--- src/rtl/lc3_pkg.sv ---
// lc3_pkg: shared types and constants for the LC-3 control sequencer.
//   state_t       - sequencer state encoding
//   OP_*          - IR[15:12] opcode values handled by the sequencer
//   PCMUX_*, ADDR2MUX_*, ALUK_* - datapath select encodings
//   is_mem_state  - true for states that hold an SRAM strobe low
package lc3_pkg;

    typedef enum logic [4:0] {
        HALTED  = 5'd0,
        FETCH1  = 5'd1,
        FETCH2  = 5'd2,
        FETCH3  = 5'd3,
        DECODE  = 5'd4,
        S_ADD   = 5'd5,
        S_AND   = 5'd6,
        S_NOT   = 5'd7,
        BR_TAKE = 5'd8,
        S_JMP   = 5'd9,
        JSR_1   = 5'd10,
        JSR_2   = 5'd11,
        LDR_1   = 5'd12,
        LDR_2   = 5'd13,
        LDR_3   = 5'd14,
        STR_1   = 5'd15,
        STR_2   = 5'd16,
        STR_3   = 5'd17,
        PAUSE_1 = 5'd18,
        PAUSE_W = 5'd19,
        PAUSE_2 = 5'd20
    } state_t;

    localparam logic [3:0] OP_BR    = 4'b0000;
    localparam logic [3:0] OP_ADD   = 4'b0001;
    localparam logic [3:0] OP_JSR   = 4'b0100;
    localparam logic [3:0] OP_AND   = 4'b0101;
    localparam logic [3:0] OP_LDR   = 4'b0110;
    localparam logic [3:0] OP_STR   = 4'b0111;
    localparam logic [3:0] OP_NOT   = 4'b1001;
    localparam logic [3:0] OP_JMP   = 4'b1100;
    localparam logic [3:0] OP_PAUSE = 4'b1101;

    localparam logic [1:0] PCMUX_PC1   = 2'b00;
    localparam logic [1:0] PCMUX_BUS   = 2'b01;
    localparam logic [1:0] PCMUX_ADDER = 2'b10;

    localparam logic [1:0] ADDR2MUX_ZERO  = 2'b00;
    localparam logic [1:0] ADDR2MUX_OFF6  = 2'b01;
    localparam logic [1:0] ADDR2MUX_OFF9  = 2'b10;
    localparam logic [1:0] ADDR2MUX_OFF11 = 2'b11;

    localparam logic [1:0] ALUK_ADD   = 2'b00;
    localparam logic [1:0] ALUK_AND   = 2'b01;
    localparam logic [1:0] ALUK_NOT   = 2'b10;
    localparam logic [1:0] ALUK_PASSA = 2'b11;

    function automatic logic is_mem_state(input state_t s);
        return (s == FETCH2) || (s == LDR_2) || (s == STR_3);
    endfunction

endpackage

--- src/rtl/lc3_ctrl_fsm_mem_wait_timer.sv ---
// mem_wait_timer: counts the cycles an SRAM strobe has been held low.
//   Clk    in  system clock
//   Reset  in  synchronous active-high reset, clears the count
//   start  in  restart the count at 0 on the next cycle
//   done   out high on the MEM_WAIT-th cycle of an access
module mem_wait_timer #(
    parameter int MEM_WAIT = 2
) (
    input  logic Clk,
    input  logic Reset,
    input  logic start,
    output logic done
);

    localparam int CW = (MEM_WAIT > 1) ? $clog2(MEM_WAIT) : 1;
    localparam logic [CW-1:0] LAST = CW'(MEM_WAIT - 1);

    logic [CW-1:0] cnt_q, cnt_d;

    // Saturates at LAST so an idle timer never wraps back into a false done.
    always_comb begin
        cnt_d = cnt_q;
        if (start) begin
            cnt_d = '0;
        end else if (cnt_q != LAST) begin
            cnt_d = cnt_q + CW'(1);
        end
    end

    always_ff @(posedge Clk) begin
        if (Reset) begin
            cnt_q <= '0;
        end else begin
            cnt_q <= cnt_d;
        end
    end

    assign done = (cnt_q == LAST);

endmodule

--- src/rtl/lc3_ctrl_fsm.sv ---
// lc3_ctrl_fsm: Moore control sequencer for the LC-3 datapath.
//   Clk, Reset                 clock and synchronous active-high reset
//   Run, Continue              start from HALTED / release from PAUSE
//   Opcode, IR_5, IR_11, BEN   instruction fields and branch enable
//   LD_*                       register load enables
//   Gate*                      bus drivers (one-hot or idle)
//   PCMUX, DRMUX, SR1MUX, SR2MUX, ADDR1MUX, ADDR2MUX, ALUK, MIO_EN   datapath selects
//   Mem_OE_N, Mem_WE_N         active-low SRAM strobes
//
// state   | meaning
// HALTED  | idle until Run
// FETCH1  | MAR<-PC, PC<-PC+1
// FETCH2  | SRAM read, LD_MDR on last wait cycle
// FETCH3  | IR<-MDR
// DECODE  | BEN load, dispatch on opcode
// S_ADD   | ADD writeback
// S_AND   | AND writeback
// S_NOT   | NOT writeback
// BR_TAKE | PC<-PC+off9
// S_JMP   | PC<-BaseR
// JSR_1   | R7<-PC
// JSR_2   | PC<-PC+off11 or BaseR
// LDR_1   | MAR<-BaseR+off6
// LDR_2   | SRAM read
// LDR_3   | DR<-MDR
// STR_1   | MAR<-BaseR+off6
// STR_2   | MDR<-SR
// STR_3   | SRAM write
// PAUSE_1 | LED load, one cycle
// PAUSE_W | wait for Continue high
// PAUSE_2 | wait for Continue low
module lc3_ctrl_fsm
    import lc3_pkg::*;
#(
    parameter int MEM_WAIT = 2
) (
    input  logic       Clk,
    input  logic       Reset,
    input  logic       Run,
    input  logic       Continue,
    input  logic [3:0] Opcode,
    input  logic       IR_5,
    input  logic       IR_11,
    input  logic       BEN,
    output logic       LD_MAR,
    output logic       LD_MDR,
    output logic       LD_IR,
    output logic       LD_BEN,
    output logic       LD_CC,
    output logic       LD_REG,
    output logic       LD_PC,
    output logic       LD_LED,
    output logic       GatePC,
    output logic       GateMDR,
    output logic       GateALU,
    output logic       GateMARMUX,
    output logic [1:0] PCMUX,
    output logic       DRMUX,
    output logic       SR1MUX,
    output logic       SR2MUX,
    output logic       ADDR1MUX,
    output logic [1:0] ADDR2MUX,
    output logic [1:0] ALUK,
    output logic       MIO_EN,
    output logic       Mem_OE_N,
    output logic       Mem_WE_N
);

    state_t state_q, state_d;
    logic   ir_5_q, ir_11_q;
    logic   wait_start, wait_done;

    // Restart the wait count whenever a memory state is entered from elsewhere.
    assign wait_start = is_mem_state(state_d) && (state_d != state_q);

    mem_wait_timer #(.MEM_WAIT(MEM_WAIT)) u_wait (
        .Clk   (Clk),
        .Reset (Reset),
        .start (wait_start),
        .done  (wait_done)
    );

    // IR bits that steer selects are latched at DECODE so outputs stay pure state decode.
    always_ff @(posedge Clk) begin
        if (Reset) begin
            state_q <= HALTED;
            ir_5_q  <= 1'b0;
            ir_11_q <= 1'b0;
        end else begin
            state_q <= state_d;
            if (state_q == DECODE) begin
                ir_5_q  <= IR_5;
                ir_11_q <= IR_11;
            end
        end
    end

    always_comb begin
        state_d = state_q;
        case (state_q)
            HALTED:  if (Run) state_d = FETCH1;
            FETCH1:  state_d = FETCH2;
            FETCH2:  if (wait_done) state_d = FETCH3;
            FETCH3:  state_d = DECODE;
            DECODE: begin
                case (Opcode)
                    OP_ADD:   state_d = S_ADD;
                    OP_AND:   state_d = S_AND;
                    OP_NOT:   state_d = S_NOT;
                    OP_BR:    state_d = BEN ? BR_TAKE : FETCH1;
                    OP_JMP:   state_d = S_JMP;
                    OP_JSR:   state_d = JSR_1;
                    OP_LDR:   state_d = LDR_1;
                    OP_STR:   state_d = STR_1;
                    OP_PAUSE: state_d = PAUSE_1;
                    default:  state_d = FETCH1;
                endcase
            end
            JSR_1:   state_d = JSR_2;
            LDR_1:   state_d = LDR_2;
            LDR_2:   if (wait_done) state_d = LDR_3;
            STR_1:   state_d = STR_2;
            STR_2:   state_d = STR_3;
            STR_3:   if (wait_done) state_d = FETCH1;
            PAUSE_1, PAUSE_W: state_d = Continue ? PAUSE_2 : PAUSE_W;
            PAUSE_2: if (!Continue) state_d = FETCH1;
            default: state_d = FETCH1;
        endcase
    end

    always_comb begin
        LD_MAR     = 1'b0;
        LD_MDR     = 1'b0;
        LD_IR      = 1'b0;
        LD_BEN     = 1'b0;
        LD_CC      = 1'b0;
        LD_REG     = 1'b0;
        LD_PC      = 1'b0;
        LD_LED     = 1'b0;
        GatePC     = 1'b0;
        GateMDR    = 1'b0;
        GateALU    = 1'b0;
        GateMARMUX = 1'b0;
        PCMUX      = PCMUX_PC1;
        DRMUX      = 1'b0;
        SR1MUX     = 1'b0;
        SR2MUX     = 1'b0;
        ADDR1MUX   = 1'b0;
        ADDR2MUX   = ADDR2MUX_ZERO;
        ALUK       = ALUK_ADD;
        MIO_EN     = 1'b0;
        Mem_OE_N   = 1'b1;
        Mem_WE_N   = 1'b1;
        case (state_q)
            FETCH1: begin
                GatePC = 1'b1;
                LD_MAR = 1'b1;
                LD_PC  = 1'b1;
            end
            FETCH2, LDR_2: begin
                Mem_OE_N = 1'b0;
                MIO_EN   = 1'b1;
                LD_MDR   = wait_done;
            end
            FETCH3: begin
                GateMDR = 1'b1;
                LD_IR   = 1'b1;
            end
            DECODE:  LD_BEN = 1'b1;
            S_ADD, S_AND, S_NOT: begin
                GateALU = 1'b1;
                LD_REG  = 1'b1;
                LD_CC   = 1'b1;
                SR1MUX  = 1'b1;
                SR2MUX  = ir_5_q;
                ALUK    = (state_q == S_AND) ? ALUK_AND :
                          (state_q == S_NOT) ? ALUK_NOT : ALUK_ADD;
            end
            BR_TAKE: begin
                ADDR2MUX = ADDR2MUX_OFF9;
                PCMUX    = PCMUX_ADDER;
                LD_PC    = 1'b1;
            end
            S_JMP: begin
                SR1MUX   = 1'b1;
                ADDR1MUX = 1'b1;
                PCMUX    = PCMUX_ADDER;
                LD_PC    = 1'b1;
            end
            JSR_1: begin
                GatePC = 1'b1;
                DRMUX  = 1'b1;
                LD_REG = 1'b1;
            end
            JSR_2: begin
                if (ir_11_q) begin
                    ADDR2MUX = ADDR2MUX_OFF11;
                end else begin
                    ADDR1MUX = 1'b1;
                    SR1MUX   = 1'b1;
                end
                PCMUX = PCMUX_ADDER;
                LD_PC = 1'b1;
            end
            LDR_1, STR_1: begin
                GateMARMUX = 1'b1;
                LD_MAR     = 1'b1;
                SR1MUX     = 1'b1;
                ADDR1MUX   = 1'b1;
                ADDR2MUX   = ADDR2MUX_OFF6;
            end
            LDR_3: begin
                GateMDR = 1'b1;
                LD_REG  = 1'b1;
                LD_CC   = 1'b1;
            end
            STR_2: begin
                ALUK    = ALUK_PASSA;
                GateALU = 1'b1;
                LD_MDR  = 1'b1;
            end
            STR_3:   Mem_WE_N = 1'b0;
            PAUSE_1: LD_LED = 1'b1;
            default: ;
        endcase
    end

endmodule

--- config.mk ---
export PLATFORM = sky130hd
export DESIGN_NAME = lc3_ctrl_fsm
export DESIGN_NICKNAME = d
export VERILOG_FILES = /design/src/rtl/lc3_pkg.sv /design/src/rtl/lc3_ctrl_fsm_mem_wait_timer.sv /design/src/rtl/lc3_ctrl_fsm.sv
export SDC_FILE = /design/constraint.sdc
export NUM_CORES = 1
export LEC_CHECK = 0
export CORE_ASPECT_RATIO = 1.5
export CORE_UTILIZATION = 35
export CTS_BUF_LIST = sky130_fd_sc_hd__clkbuf_4
export CTS_CLUSTER_DIAMETER = 40
export CTS_CLUSTER_SIZE = 28
export DETAILED_ROUTE_END_ITERATION = 7
export REMOVE_ABC_BUFFERS = 1
export SETUP_SLACK_MARGIN = 0.1
export SKIP_LAST_GASP = 1
export SYNTH_ARGS = -nofsm -noshare
export SYNTH_HDL_FRONTEND = slang
export SYNTH_SLANG_ARGS = --single-unit
--- constraint.sdc ---
create_clock -name Clk -period 2.2 [get_ports Clk]
set_clock_uncertainty 0.1 [all_clocks]
set_input_delay 0.44 -clock Clk [delete_from_list [all_inputs] [get_ports Clk]]
set_output_delay 0.44 -clock Clk [all_outputs]
set_load 0.05 [all_outputs]
==> results of run 1 <==
-- registers in the layout, summed over array words and instances, names as in the netlist --
name	cells
ir_11_q	1
ir_5_q	1
state_q	5
u_wait.done	1
-- worst reg2reg max path, stage by stage (launching register included) --
cell,delay (ns)
dfxtp_4,0.41
buf_6,0.14
or3b_4,0.41
a21oi_2,0.23
a221oi_4,0.11
and2_0,0.20
o31a_1,0.24
o32ai_1,0.20
-- worst max path at each step --
stage                              to  slack, ns        from
final                      GateMARMUX       0.07  state_q[2]
after global routing       GateMARMUX       0.01  state_q[0]
after CTS                      SR1MUX       0.06  state_q[1]
after detailed placement  u_wait.done      -0.35   Opcode[2]
after global placement    u_wait.done      -0.22   Opcode[2]
after floorplan                SR1MUX      -1.91  state_q[3]
-- per-layer routing --
layer	wire length [um]	GRT usage (%)
met5	0	0
met2	2590	47.6
met3	199	1.24
met1	1770	27.0
met4	110	12.7
-- cells in the final DEF (no fill, tap or decap), types with 3 or more instances in the layout --
| cell type | instances |
|---|---|
| buf_12 | 23 |
| nor2_1 | 20 |
| a21oi_1 | 8 |
| nor3b_2 | 3 |
| inv_1 | 3 |
| a21oi_2 | 3 |
| nor3_1 | 4 |
| nor2b_1 | 6 |
| a21oi_4 | 4 |
| nand2_1 | 9 |
| nand2b_4 | 3 |
| buf_6 | 8 |
| o21ai_0 | 3 |
| buf_4 | 44 |
| nand3_1 | 7 |
| dlygate4sd2_1 | 5 |
| nand2b_1 | 4 |
| dfxtp_1 | 3 |
| dfxtp_4 | 4 |
| clkbuf_4 | 3 |
| or2_4 | 3 |
| nor2_2 | 4 |
| nor2_4 | 3 |
| o21ai_1 | 5 |
| clkdlybuf4s50_1 | 5 |
-- per-stage QoR --
step                      util [%]  cells  area [um^2]
after detailed placement      60.9    265         1960
after global placement        60.9    265         1960
final                         75.5    286         2430
after floorplan                  -    156         1090
after global routing          75.5    286         2430
after CTS                     68.6    278         2210
-- cells in the mapped netlist, types with 2 or more instances --
cell type	number	area, um^2
buf_1	3	11.3
xnor2_1	2	17.5
nand2b_1	7	43.8
nand4bb_1	2	22.5
buf_6	4	45.0
o21ai_0	7	35.0
nand2_1	11	41.3
and2_1	3	18.8
or2_2	2	12.5
inv_1	3	11.3
a32oi_1	2	17.5
nor3b_1	4	30.0
nor2b_1	9	56.3
nand3_1	7	35.0
clkbuf_1	2	7.51
o21a_1	2	15.0
mux2i_1	2	20.0
nor3_1	5	25.0
dfxtp_1	8	160
o32ai_1	2	17.5
o22ai_1	2	12.5
nor2_1	26	97.6
o211ai_1	2	15.0
buf_2	5	25.0
buf_4	2	15.0
a21oi_1	14	70.1
o21ai_1	2	10.0
-- timing repair --
| action | CTS | global route |
|---|---|---|
| gates resized for setup | 54 | 34 |
| cloned | 0 | 1 |
| pin swaps | 7 | 11 |
| endpoints found under the setup margin | 22 | 19 |
| buffers inserted | 11 | 7 |
| hold endpoints to repair | 0 | 0 |
-- logic make-up after synthesis --
logic type,count (synthesis),share of synthesized area (%)
simple gates,87,40.8
buf+inv,21,10.2
flops,8,13.4
compound gates,50,31.2
other cells,1,0.313
xor+xnor,2,1.46
mux,3,2.61
-- power by group through the flow --
stage	combinational, W	clock (W)	sequential, W
final	0.000460	0.000105	0.000179
after detailed placement	0.000372	0	0.000179
after global routing	0.000482	0.000116	0.000179
after CTS	0.000410	0.000109	0.000173
after floorplan	0.000177	0	0.000190
after global placement	0.000363	0	0.000178
-- area by class of cell --
class	count	area share (%)
timing repair buffer	87	42.1
multi-input combinational	143	46.7
tap	40	2.06
inverter	5	0.926
clock buffer	3	0.926
sequential	8	7.25
==> run summary, run 1 <==
Share of power burned in combinational logic: 61.9%
Mapped Cells: 172
Via density per instance: 5.68
Launch instance of the worst register-to-register path: state_q[2]
Longest individual stage delay on the worst path: 0.41 ns
Number of antenna violations at the first check in global routing: 0
Hold WS: 0.413 ns
Number of cells on the critical path: 6
Clock latency on the worst-skew pair: 0.24 ns
Number of I/O port buffers: 34
Sort of element at the end of the critical path: primary output
Synth Cell Area: 1200 um^2
Area of the core: 3220 um^2
Syn Area/Cell: 6.97 um^2
Vias in the first global route: 1539
Antenna fix cells: 0
Area taken by flip-flops and latches: 176 um^2
EDFF count, synth: 0
Setup TNS Final: 0 ns
Starting density of the core: 37.2%
Worst min-delay path startpoint: ir_5_q
Clock share of power: 14.1%
Cell family contributing the most delay on the critical path: buffers and inverters
Critical path cell sequence: buf_6 -> nand2b_1 -> buf_6 -> nor4_4 -> buf_4 -> buf_12
Power share of the sequential group: 24.1%
Final critical delay including setup and external delays: 2.13 ns
Die Height: 73.7 um
DR WL/cell: 16.3 um
Result of the run: complete, no violations
Most frequent cell on the critical path: buf_6
Register area share after synthesis: 13.4%
Critical path data arrival time: 1.59 ns
Power per cell area: 306 nW/um^2
Fin nets: 259
Fraction of registers with async set/reset: 0%
Drt initial violations: 59
Path category of the worst min-delay check: reg2reg
CP Buf/Inv Count: 4
TritonCTS clock tree: built
Buffer type at the clock tree root: clkbuf_4
Final period utilization: 96.7%
Wire length of the first global-routing pass: 7.08 mm
RSZ-0062 raised after global routing: true
Min-Delay Path Depth: 2
Crit-path slowest cell: dfxtp_4
Dominant register cell in the synthesized netlist: dfxtp_1
Final weighted congestion in routability-driven placement: 0.915
Max H-tree Level: 1
Num ports: 36
Yosys warns: 0
Total internal power: 0.000436 W
RR Endpoint: u_wait.done
Quantity of hold-fixing buffers added after cts: 0
Number of clock sinks: 8
Total number of vias: 1624
Total design power: 0.000743 W
X dimension of the die: 49.8 um
Inserted Clock Buffers: 3
HPWL reported at the end of detailed placement: 3.22 mm
Net switching power figure: 0.000307 W
Register-to-Register Path Depth: 7
Global route overflow: 0
Highest net fanout along the worst path: 6
Layout fillers: 211
Highest ir drop seen on vdd: 389 uV
Reg-to-reg slack, setup: 0.08 ns
Final Max Slew Viols: 0
Pre-CTS WS: -0.353 ns
Worst Setup Path Type: reg2out
Wirelength, routed: 4.67 mm
Setup violators final: 0
Req. time, crit path: 1.66 ns
Leak pwr: 0.936 nW
Share of layout cells above drive strength 1: 54.5%
Area of the die: 3670 um^2
Multi-input combinational cell area: 1140 um^2
Post-synth cell types: 59
Pin count of the biggest net entering global routing: 16
Crit path launch type: flip-flop
Antenna-violating nets left: 0
Maximum buffer depth of the clock tree: 2
Detailed-route DRC error count: 0
Total Routing Usage GR: 24.8%
Initial DRT Pass Iterations: 4
Clock edge transition at the registers on the reported setup and hold paths: 0.05 ns
Crit path setup slack, layout: 0.0724 ns
Final hold violation count: 0
Switching part of the total power: 41.3%
Rows: 25
FMAX: 470 MHz
Synthesis-to-finish area growth: 103%
Max-capacitance violation count: 0
Number of synthesized register bits: 8
Worst Hold Endpoint: ir_5_q
Note: power is estimated with default switching activity, not from simulation.
==> run 2: changes to the inputs <==
--- a/config.mk
+++ b/config.mk
@@ -6,6 +6,7 @@
 export NUM_CORES = 1
 export LEC_CHECK = 0
 export CORE_ASPECT_RATIO = 1.5
+export CORE_MARGIN = 1.5
 export CORE_UTILIZATION = 35
 export CTS_BUF_LIST = sky130_fd_sc_hd__clkbuf_4
 export CTS_CLUSTER_DIAMETER = 40
==> run summary, run 2 (synthesized netlist as in run 1, its figures left out) <==
Global route overflow: 0 (unchanged)
HPWL reported at the end of detailed placement: 3.23 mm (+0.37%)
Number of I/O port buffers: 34 (unchanged)
Quantity of hold-fixing buffers added after cts: 0 (unchanged)
Drt initial violations: 57 (-3.4%)
Switching part of the total power: 42.5% (+1.1 points)
Biggest register: state_q
Share of power burned in combinational logic: 63.7% (+1.8 points)
Net switching power figure: 0.000337 W (+9.7%)
Post-route non-filler standard cell count: 298 (+4.2%)
Result of the run: complete, no violations
X dimension of the die: 50.8 um (+2.0%)
Number of antenna violations at the first check in global routing: 0 (unchanged)
Routed met2 length: 2.83 mm (+9.2%)
Crit path launch type: flip-flop
Wire length on met3: 222 um (+12%)
DR WL/cell: 17.5 um (+6.9%)
Final hold violation count: 0 (unchanged)
Clock share of power: 14.1% (about the same)
Starting density of the core: 37.2% (unchanged)
Multi-input combinational cell area: 1250 um^2 (+9.7%)
Total number of vias: 1731 (+6.6%)
Total internal power: 0.000457 W (+4.7%)
Instance area at placement: 1970 um^2 (+0.13%)
Area of all placed cells without fillers: 2620 um^2 (+7.9%)
Rows: 25 (unchanged)
Setup TNS Final: 0 ns (unchanged)
Layout fillers: 177 (-16%)
Area of the core: 3220 um^2 (unchanged)
Via density per instance: 5.81 (+2.3%)
Highest metal used: met4
Number of clock sinks: 8 (unchanged)
Register-to-Register Path Depth: 7 (unchanged)
Die Height: 74.7 um (+1.4%)
Highest ir drop seen on vdd: 408 uV (+4.9%)
Antenna-violating nets left: 0 (unchanged)
Total design power: 0.000794 W (+6.8%)
Critical path data arrival time: 2.18 ns (+0.59 ns)
Fin nets: 271 (+4.6%)
Max H-tree Level: 1 (unchanged)
Inserted Clock Buffers: 3 (unchanged)
Final critical delay including setup and external delays: 2.15 ns (+0.0254 ns)
Buffer type at the clock tree root: clkbuf_4
Commonest cells after routing, fill and taps aside: buf_4, buf_12, nor2_1
Clock latency on the worst-skew pair: 0.25 ns (about the same)
Setup violators final: 0 (unchanged)
Final period utilization: 97.9% (+1.2 points)
Synthesis-to-finish area growth: 119%
Initial DRT Pass Iterations: 4 (unchanged)
Share of layout cells above drive strength 1: 59.3% (+4.8 points)
Highest net fanout along the worst path: 6 (unchanged)
Sum of routed wire segments on met1: 1.95 mm (+9.9%)
Leak pwr: 1.00 nW (+7.1%)
Req. time, crit path: 2.23 ns (+0.57 ns)
Sort of element at the end of the critical path: flip-flop
Power per cell area: 302 nW/um^2 (-1.0%)
TritonCTS clock tree: built
Num ports: 36 (unchanged)
Area taken by flip-flops and latches: 176 um^2 (unchanged)
Area of the die: 3790 um^2 (+3.4%)
Detailed-route DRC error count: 0 (unchanged)
Max reg flops: 5 (unchanged)
Power share of the sequential group: 22.2% (-1.9 points)
FMAX: 464 MHz (-1.2%)
RSZ-0062 raised after global routing: true
Wire length of the first global-routing pass: 6.99 mm (-1.3%)
Pin count of the biggest net entering global routing: 17 (+1)
Vias in the first global route: 1535 (-0.26%)
Total Routing Usage GR: 24.0% (-0.81 points)
Worst Setup Path Type: reg2reg
Final Max Slew Viols: 0 (unchanged)
Wirelength, routed: 5.21 mm (+11%)
Number of instances in the placed design: 267 (+0.75%)
Maximum buffer depth of the clock tree: 2 (unchanged)
Min-Delay Path Depth: 2 (unchanged)
Max-capacitance violation count: 0 (unchanged)
Final weighted congestion in routability-driven placement: 0.918 (+0.32%)
Path category of the worst min-delay check: reg2reg
Commonest non-fill, non-tap cell in the layout: buf_4
Clock edge transition at the registers on the reported setup and hold paths: 0.05 ns (about the same)
Antenna fix cells: 0 (unchanged)
==> run 2: path summary, 6_finish.rpt <==
path | end | start | slack, ns
setup / recovery | u_wait.done | state_q[3] | 0.05
hold / removal | ir_5_q | ir_5_q | 0.44
setup reg to reg | u_wait.done | state_q[3] | 0.05
hold reg to reg | ir_5_q | ir_5_q | 0.44
==> run 2: critical path, stage by stage, from the launching register on <==
cell and delay, ns:
dfxtp_4 0.37, buf_6 0.13, and2_4 0.18, a22o_1 0.21, a2111oi_4 0.48, nor3b_2 0.27
a41o_1 0.22, o32ai_2 0.07
==> run 2: repair_timing <==
item | CTS | global route
pin swaps | 12 | 19
gates cloned | 0 | 0
endpoints found under the setup margin | 23 | 20
hold endpoints to repair | 0 | 0
resized for setup | 38 | 66
buffers inserted | 7 | 21
==> run 2: power by group through the flow <==
stage	clock network, W	logic, W	registers (W)
after floorplan	0	0.000177	0.000190
after global placement	0	0.000359	0.000176
after detailed placement	0	0.000366	0.000176
after CTS	0.000114	0.000405	0.000172
after global routing	0.000120	0.000530	0.000177
final	0.000112	0.000506	0.000176
==> run 2: per-stage QoR <==
step                hold WS [ns]  utilization [%]  worst slack (ns)
global placement           0.405             61.0            -0.238
CTS                        0.446             66.7            0.0266
global route               0.492             81.4           -0.0240
detailed placement         0.430             61.0            -0.299
floorplan                  0.352                -             -1.91
finish                     0.440             81.4            0.0470
==> run 2: cell type report <==
class                           instances  area share, %
Sequential cell                         8           6.72
Timing Repair Buffer                   99           42.2
Clock buffer                            3          0.858
Multi-Input combinational cell        143           47.5
Inverter                                5          0.811
Tap cell                               40           1.91
==> run 2: routing by layer <==
layer | global-route usage (%) | vias to the layer above
li1 | - | 793
met1 | 26.4 | 857
met2 | 44.7 | 65
met3 | 2.18 | 16
met4 | 13.8 | 0
met5 | 0 | -
